--- src/rtl/mul_cmd_scheduler.sv ---
// Command scheduler in front of MUL_controller: queues compute commands, issues them one at a
// time, and round-robin arbitrates two load/store requesters onto the ExLdSt port while holding
// off any access to a row owned by the in-flight compute command.
module mul_cmd_scheduler #(
  parameter int unsigned ROW_NUM  = 16,
  parameter int unsigned ADDR_W   = 6,
  parameter int unsigned CQ_DEPTH = 4,
  // Derived widths: {spec, mode, length, rs1, rs2, rd} and {wr, addr}
  parameter int unsigned CMD_W    = 7 + 3 * ADDR_W,
  parameter int unsigned LS_W     = 1 + ADDR_W
) (
  input  logic               clk,
  input  logic               rst,
  // Compute command queue from host
  input  logic               cq_valid,
  output logic               cq_ready,
  input  logic [CMD_W-1:0]   cq_command,
  // Requester A
  input  logic               a_valid,
  output logic               a_ready,
  input  logic [LS_W-1:0]    a_command,
  input  logic [ROW_NUM-1:0] a_wdata,
  output logic [ROW_NUM-1:0] a_rdata,
  output logic               a_rvalid,
  // Requester B
  input  logic               b_valid,
  output logic               b_ready,
  input  logic [LS_W-1:0]    b_command,
  input  logic [ROW_NUM-1:0] b_wdata,
  output logic [ROW_NUM-1:0] b_rdata,
  output logic               b_rvalid,
  // Load/store port to MUL_controller
  output logic               ExLdSt_valid,
  output logic [LS_W-1:0]    ExLdSt_command,
  output logic [ROW_NUM-1:0] ExLdSt_data_out,
  input  logic [ROW_NUM-1:0] ExLdSt_data_in,
  // Compute port to MUL_controller
  output logic               Compute_valid,
  input  logic               Compute_ready,
  output logic [CMD_W-1:0]   Compute_command,
  output logic               busy
);

  localparam int unsigned PtrW = $clog2(CQ_DEPTH);

  typedef enum logic [0:0] {StIdle, StBusy} state_e;

  // ---------------------------------------------------------------------------
  // Compute command FIFO (extra pointer bit separates full from empty)
  // ---------------------------------------------------------------------------
  logic [CMD_W-1:0] fifo_q [CQ_DEPTH];
  logic [PtrW:0]    wr_ptr_q, wr_ptr_d;
  logic [PtrW:0]    rd_ptr_q, rd_ptr_d;
  logic             fifo_empty, fifo_full;
  logic             push, pop;

  assign fifo_empty = (wr_ptr_q == rd_ptr_q);
  assign fifo_full  = (wr_ptr_q[PtrW] != rd_ptr_q[PtrW]) &&
                      (wr_ptr_q[PtrW-1:0] == rd_ptr_q[PtrW-1:0]);

  // Held low while in reset so the host never sees a stale accept
  assign cq_ready = !fifo_full && !rst;
  assign push     = cq_valid && cq_ready;

  // Pointer next-state
  always_comb begin
    wr_ptr_d = wr_ptr_q;
    rd_ptr_d = rd_ptr_q;
    if (push) wr_ptr_d = wr_ptr_q + 1'b1;
    if (pop)  rd_ptr_d = rd_ptr_q + 1'b1;
  end

  // Pointer registers
  always_ff @(posedge clk) begin
    if (rst) begin
      wr_ptr_q <= '0;
      rd_ptr_q <= '0;
    end else begin
      wr_ptr_q <= wr_ptr_d;
      rd_ptr_q <= rd_ptr_d;
    end
  end

  // FIFO storage; contents are don't-care while the pointers say empty
  always_ff @(posedge clk) begin
    if (push) fifo_q[wr_ptr_q[PtrW-1:0]] <= cq_command;
  end

  // ---------------------------------------------------------------------------
  // Compute issue FSM
  // ---------------------------------------------------------------------------
  state_e           state_q, state_d;
  logic [CMD_W-1:0] act_q, act_d;

  // State and active-command registers
  always_ff @(posedge clk) begin
    if (rst) begin
      state_q <= StIdle;
      act_q   <= '0;
    end else begin
      state_q <= state_d;
      act_q   <= act_d;
    end
  end

  // Next-state: pop the head when idle, wait for Compute_ready when busy
  always_comb begin
    state_d = state_q;
    act_d   = act_q;
    pop     = 1'b0;
    case (state_q)
      StIdle: begin
        if (!fifo_empty) begin
          pop     = 1'b1;
          act_d   = fifo_q[rd_ptr_q[PtrW-1:0]];
          state_d = StBusy;
        end
      end
      StBusy: begin
        if (Compute_ready) state_d = StIdle;
      end
      default: state_d = StIdle;
    endcase
  end

  assign Compute_valid   = (state_q == StBusy);
  assign Compute_command = Compute_valid ? act_q : '0;
  assign busy            = !fifo_empty || Compute_valid;

  // ---------------------------------------------------------------------------
  // Hazard check against the in-flight command's row operands
  // ---------------------------------------------------------------------------
  logic [ADDR_W-1:0] act_rd, act_rs2, act_rs1;
  logic [ADDR_W-1:0] a_addr, b_addr;
  logic              a_wr, b_wr;
  logic              a_blocked, b_blocked;

  assign act_rd  = act_q[ADDR_W-1:0];
  assign act_rs2 = act_q[2*ADDR_W-1:ADDR_W];
  assign act_rs1 = act_q[3*ADDR_W-1:2*ADDR_W];

  assign a_addr = a_command[ADDR_W-1:0];
  assign a_wr   = a_command[ADDR_W];
  assign b_addr = b_command[ADDR_W-1:0];
  assign b_wr   = b_command[ADDR_W];

  // Reads and writes are both blocked: a read could see a half-computed row
  always_comb begin
    a_blocked = Compute_valid &&
                ((a_addr == act_rs1) || (a_addr == act_rs2) || (a_addr == act_rd));
    b_blocked = Compute_valid &&
                ((b_addr == act_rs1) || (b_addr == act_rs2) || (b_addr == act_rd));
  end

  // ---------------------------------------------------------------------------
  // Round-robin arbiter (rr_q: 0 favours A, 1 favours B)
  // ---------------------------------------------------------------------------
  logic rr_q, rr_d;
  logic elig_a, elig_b;
  logic grant_a, grant_b;

  // Grant selection; the pointer only moves when both requesters contend
  always_comb begin
    elig_a  = a_valid && !a_blocked && !rst;
    elig_b  = b_valid && !b_blocked && !rst;
    grant_a = elig_a && (!elig_b || !rr_q);
    grant_b = elig_b && (!elig_a || rr_q);
    rr_d    = rr_q;
    if (elig_a && elig_b) rr_d = !rr_q;
  end

  // Arbiter pointer register
  always_ff @(posedge clk) begin
    if (rst) rr_q <= 1'b0;
    else     rr_q <= rr_d;
  end

  assign a_ready = grant_a;
  assign b_ready = grant_b;

  // Drive the ExLdSt port from the winner in the grant cycle
  always_comb begin
    ExLdSt_valid    = grant_a || grant_b;
    ExLdSt_command  = '0;
    ExLdSt_data_out = '0;
    if (grant_a) begin
      ExLdSt_command = a_command;
      if (a_wr) ExLdSt_data_out = a_wdata;
    end else if (grant_b) begin
      ExLdSt_command = b_command;
      if (b_wr) ExLdSt_data_out = b_wdata;
    end
  end

  // ---------------------------------------------------------------------------
  // Read return path: capture array data in the grant cycle, present it next cycle
  // ---------------------------------------------------------------------------
  logic               a_rvalid_q, b_rvalid_q;
  logic [ROW_NUM-1:0] a_rdata_q, b_rdata_q;

  // Read data capture and one-cycle rvalid pulses
  always_ff @(posedge clk) begin
    if (rst) begin
      a_rvalid_q <= 1'b0;
      b_rvalid_q <= 1'b0;
      a_rdata_q  <= '0;
      b_rdata_q  <= '0;
    end else begin
      a_rvalid_q <= grant_a && !a_wr;
      b_rvalid_q <= grant_b && !b_wr;
      if (grant_a && !a_wr) a_rdata_q <= ExLdSt_data_in;
      if (grant_b && !b_wr) b_rdata_q <= ExLdSt_data_in;
    end
  end

  assign a_rvalid = a_rvalid_q;
  assign b_rvalid = b_rvalid_q;
  assign a_rdata  = a_rdata_q;
  assign b_rdata  = b_rdata_q;

endmodule

--- config.mk ---
export PLATFORM = sky130hd
export DESIGN_NAME = mul_cmd_scheduler
export DESIGN_NICKNAME = d
export VERILOG_FILES = /design/src/rtl/mul_cmd_scheduler.sv
export SDC_FILE = /design/constraint.sdc
export NUM_CORES = 1
export LEC_CHECK = 0
export CAP_MARGIN = 20
export CORE_MARGIN = 5
export CORE_UTILIZATION = 53
export DETAILED_ROUTE_END_ITERATION = 16
export PLACE_DENSITY_LB_ADDON = 0.25
export SKIP_CTS_REPAIR_TIMING = 1
export SYNTH_ARGS = -nofsm -noshare
export SYNTH_HDL_FRONTEND = slang
export SYNTH_SLANG_ARGS = --single-unit
--- constraint.sdc ---
create_clock -name clk -period 3.9 [get_ports clk]
set_input_delay 0.585 -clock clk [delete_from_list [all_inputs] [get_ports clk]]
set_output_delay 0.585 -clock clk [all_outputs]
set_load 0.05 [all_outputs]
Yosys cells after proc, flatten, opt, wreduce, memory -nomap -nowiden
Memories as Yosys holds them, arrays and structs flattened. A register that Yosys moved wholly into a read port is not among the register bits.
Index checks and enable logic that the tools add are counted.

word-level totals
  memory bits (writable) = 100
  memories = 1
  bits in registers = 42
  input port bits = 93
  output and inout port bits = 88
  word-level logic and storage cells = 68

memories
  memory  depth  width  rd ports  clocked after Yosys merged registers in  write ports  line  text
  fifo_q  4      25     1         1                                        1            51    logic [CMD_W-1:0] fifo_q [CQ_DEPTH];

cells by class
  $add $sub $neg = 2
  bitwise gates (word level) = 2
  reductions and logical operators = 33
  multiplexer cells = 13
  eq/ne operators = 9

operators with widths
  operator               number
  $mux W16               4
  $eq A6 B6 Y1           6
  $mux W25               1
  $logic_and A1 B1 Y1    14
  $mux W7                2
  $logic_not A1 Y1       10
  $logic_or A1 B1 Y1     8
  $add A3 B1 Y3 const B  2
  $mux W1                5
  $eq A3 B3 Y1           1
  $eq A2 B2 Y1           1
  $not A1 Y1             2
  $pmux W1 S2            1
  $reduce_and A2 Y1      1
  $ne A1 B1 Y1           1

Logic depth before layout (Yosys ltp)
  depth in word-level cells = 12
  mapped depth = 8
  gate-level depth less buffers = 7

Worst setup path after synthesis
No wires, ideal clock.

  path type = reg-to-output
  start = reg state_q, in the netlist Compute_valid
  end = out ExLdSt_data_out[10]
  stages on the path, launching flop included = 8
  data required time = 3315 ps
  arrival time = 2827 ps
  path buffers = 2
  slack = 488 ps
  path through = dfxtp_1 > nand4_1 > o22a_1 > a211oi_4 > and2_0 > buf_2 > buf_4 > a22o_1

between the ends
  longest elaborated chain between the ends = 9
  elaborated cells between the ends (all ways) = 16
  those cells by class = mux: 2; reduce/logical: 14

RTL lines
  element                           line  text
  start, declared                   92    state_e state_q, state_d;
  start signal, assigned            98    state_q <= StIdle;
  start signal, assigned            101   state_q <= state_d;
  $logic_and A1 B1 Y1               149   a_blocked = Compute_valid &&
  $logic_not A1 Y1                  164   elig_a = a_valid && !a_blocked && !rst;
  $logic_and A1 B1 Y1 (2 in a row)  164
  $logic_not A1 Y1                  167   grant_b = elig_b && (!elig_a || rr_q);
  $logic_or A1 B1 Y1                167
  $logic_and A1 B1 Y1 *             167
  net b_ready                       27    output logic b_ready,
  $mux W16 *                        189   end else if (grant_b) begin
  $mux W16 *                        186   if (grant_a) begin
  end, declared                     35    output logic [ROW_NUM-1:0] ExLdSt_data_out,

Mark *: on every way through the listed nets, which the timed path passes. The rest lies on a longest branch.

Worst setup path in the final report
  start = in b_command[4]
  end = out a_ready

between the ends
  longest elaborated chain between the ends = 10
  elaborated cells between the ends (all ways) = 12
  those cells by class = eq/ne: 3; reduce/logical: 9

RTL lines
  element                             line  text
  start, declared                     28    input logic [LS_W-1:0] b_command,
  $eq A6 B6 Y1                        152   ((b_addr == act_rs1) || (b_addr == act_rs2) || (b_addr == act_rd));
  $logic_or A1 B1 Y1                  152
  $logic_or A1 B1 Y1 *                152
  $logic_and A1 B1 Y1 *               151   b_blocked = Compute_valid &&
  $logic_not A1 Y1 *                  165   elig_b = b_valid && !b_blocked && !rst;
  $logic_and A1 B1 Y1 * (2 in a row)  165
  $logic_not A1 Y1 *                  166   grant_a = elig_a && (!elig_b || !rr_q);
  $logic_or A1 B1 Y1 *                166
  $logic_and A1 B1 Y1 *               166
  end, declared                       20    output logic a_ready,

Every way passes the cells marked *; elsewhere a longest branch is shown, timed or not.

==> Flow_metrics.wiki <==
{| class="wikitable"
! Metric !! Value
|-
| Largest net degree at the start of global routing || 29
|-
| Number of pins with negative max-slew slack in the final report || 0
|-
| Number of global-route vias before repair || 5273
|-
| Post-detailed-placement half-perimeter wirelength || 13070 um
|-
| Multi-input gate area in the final layout || 0.002577 mm2
|-
| Final Net Count || 818
|-
| Critical-path cell with the highest stage delay || clkdlybuf4s50_1
|-
| Top_reg_cell synth || edfxtp_1
|-
| Hold-critical path endpoint || act_q[19]
|-
| Clock tree buffer depth || 2
|-
| Number of cells produced by synthesis || 535
|-
| Ys async rst share || 0
|-
| Required time of the critical path || 3.31 ns
|-
| Netlist area before placement || 0.007096 mm2
|-
| Fmax || 0.2859 GHz
|-
| Unrepaired setup endpoints after global routing || false
|-
| Final weighted congestion in routability-driven placement || 0.8609
|-
| Cells on worst reg2reg path || 6
|-
| Worst min-delay path category || register to register
|-
| Placement-stage cell area || 0.009331 mm2
|-
| TritonCTS clock tree || yes
|-
| Status || complete, no violations
|-
| Global-route wire length before repair || 29300 um
|-
| Worst max-slew margin expressed relative to the limit || 0.5512
|-
| Biggest area contributors in the synthesized netlist || edfxtp_1 (42%), dfxtp_1 (19%), mux4_2 (7.9%), xnor2_1 (4.8%), a21oi_1 (3.1%)
|-
| Number of nets with antenna violations after detailed routing || 0
|-
| Total power per unit cell area || 559.2 mW/mm2
|-
| Post-layout instance area || 0.009930 mm2
|-
| PortBufs || 180
|-
| Average size of a mapped cell || 13.26 um2
|-
| Starting Density || 0.5379
|-
| Category of the worst setup path launch point || primary input
|-
| Top-count cell post-synth || edfxtp_1
|-
| Number of DRC markers after the initial detailed-route iteration || 412
|-
| Largest stage delay on the critical path || 0.62 ns
|-
| Distinct cells, synth || 43
|-
| Filler Cells Inserted || 848
|-
| Actual transition at the worst max-transition pin || 0.6732 ns
|-
| Max Cap Viol || 0
|-
| Maximum net fanout on the critical path || 13
|-
| Post-route fraction of the period consumed by the critical path || 0.8968
|-
| Clock Sinks || 167
|-
| Clock latency on the worst-skew pair || 0.42 ns
|-
| Initial antenna violation count || 0
|-
| Root buffer cell || clkbuf_16
|-
| Post-detailed-route DRC marker count || 0
|-
| Commonest cells post-synth || edfxtp_1 (100), dfxtp_1 (67), nand2_1 (54)
|-
| Number of vias after detailed routing || 5095
|-
| CTS buffer count || 17
|-
| Number of endpoints failing setup at the final stage || 0
|-
| Number of cells on the worst hold path || 2
|-
| VDD IR-drop max || 0.0004353 V
|-
| Final clock skew || 0.01189 ns
|-
| Fraction of post-synthesis cell area in the top cell type by area || 0.4232
|-
| Post-detailed-routing wire length || 18720 um
|-
| Core area || 0.01319 mm2
|-
| Die Footprint || 0.01580 mm2
|-
| Wire length per cell after detailed routing || 20.60 um
|-
| Leakage || 3.467 nW
|-
| Post-Syn Nets || 633
|-
| Endpoint of the worst-slack reg-to-reg timing path || b_rdata[10]
|-
| CP endpoint kind || output pin
|-
| Fraction of the yosys area taken by sequential cells || 0.6122
|-
| Final Hold Fails || 0
|-
| Seq. cell area || 0.004345 mm2
|-
| Count of inserted antenna diode cells || 0
|-
| Final core utilization || 0.7528
|-
| # rows || 42
|-
| Pre-antenna DRT Iters || 5
|-
| Min-delay src || act_q[19]
|-
| Yosys top cell by area || edfxtp_1
|-
| Data arrival, critical path || 2.91 ns
|-
| Total number of H-tree levels || 4
|-
| Worst reg2reg startpoint || Compute_valid
|-
| Remaining global-route overflow || 0
|-
| Internal reg-to-reg setup slack || 1.46 ns
|-
| Gr usage total || 0.2387
|-
| Warning count from the yosys run || 0
|-
| Number of enable flip-flop cells after synthesis || 100
|-
| Clock transition at path regs || 0.06 ns
|-
| # IOs || 181
|-
| Floorplan die height || 125.7 um
|-
| FF+latch count, synth || 167
|-
| Area growth, synth to finish || 39.94%
|-
| Chain of cells forming the critical path || clkdlybuf4s50_1 > xnor2_1 > nand4_1 > o22ai_1 > o211ai_2 > inv_1 > buf_4 > buf_12
|-
| Via density per instance || 5.605
|-
| Share of cells above drive strength 1 || 0.1664
|-
| Start-to-end type of the worst setup path || primary input to output pin
|-
| Setup TNS || 0 ns
|-
| Die X || 125.7 um
|-
| Minimum clock period || 3.498 ns
|}
state kept, by name, summed over array words and instances (netlist names):
signal and flops:
act_q 25, fifo_q 100, Compute_valid 1, rd_ptr_q 3, a_rdata 16, b_rdata 16
a_rvalid 1, wr_ptr_q 3, rr_q 1, b_rvalid 1
cells in the final DEF (no fill, tap or decap), types with 9 or more instances in the layout:
cell	count
clkdlybuf4s50_1	154
edfxtp_1	100
dfxtp_1	66
nand2_1	54
a21oi_1	44
xnor2_1	39
and2_1	27
mux4_2	25
buf_12	24
a22o_1	22
nand3_1	21
buf_4	19
nor2b_1	17
clkbuf_16	17
o21ai_0	16
mux2_4	9
critical path: cells and delay by family:
| kind | cells | cell delay, ns |
|---|---|---|
| buffers and inverters | 4 | 1.42 |
| and+or+nand+nor | 1 | 0.12 |
| xor gates and xnor gates | 1 | 0.16 |
| AOI/OAI and AO/OA | 2 | 0.62 |
routing by layer:
metal | wire, um | GRT usage
met4 | 344 | 0.07972
met1 | 7453 | 0.3011
met3 | 1340 | 0.04869
met2 | 9585 | 0.4135
met5 | 0 | 0
per-stage QoR:
| stage | cells | setup WS [ns] | total power [W] | hold slack, ns |
|---|---|---|---|---|
| 6_report | 909 | 0.4024 | 0.005552 | 0.4531 |
| 5_1_grt | 909 | 0.2352 | 0.005790 | 0.4844 |
| 4_1_cts | 908 | 0.3871 | 0.005561 | 0.4530 |
| 3_5_place_dp | 876 | 0.3955 | 0.003897 | 0.4443 |
| 3_3_place_gp | 876 | 0.4840 | 0.003862 | 0.4379 |
| 2_1_floorplan | 535 | 0.4875 | 0.003301 | 0.4317 |
cell families after synthesis:
family / count (synthesis) / synth area share
muxes: 41 / 0.1095
DFF: 167 / 0.6122
AOI/OAI and AO/OA: 94 / 0.08447
buffers and inverters: 38 / 0.02486
xor gates and xnor gates: 44 / 0.05431
adders and majority gates: 5 / 0.008817
and+or+nand+nor: 146 / 0.1058
final cells by class:
class,count,share of cell area
clock inverters,12,0.01512
well taps,176,0.02218
repair buffers,199,0.2196
inverters,5,0.001890
flip-flops and latches,167,0.4376
clock buffers,20,0.04398
multi-input cells,330,0.2596
where the power goes:
part           internal, W  total [W]  switching (W)
clock network      0.00101    0.00167       0.000665
registers          0.00204    0.00222       0.000177
logic             0.000712    0.00166       0.000952
total              0.00376    0.00555        0.00180
worst max path at each step:
stage                              from             endpoint  cells past startpoint
after global placement     b_command[4]    ExLdSt_command[3]                      8
after global routing       b_command[4]   ExLdSt_data_out[4]                      9
after detailed placement   b_command[4]    ExLdSt_command[3]                      8
after floorplan           Compute_valid  ExLdSt_data_out[10]                      7
after CTS                  b_command[4]    ExLdSt_command[3]                      8
final                      b_command[4]              a_ready                      8
Note: power is estimated with default switching activity, not from simulation.
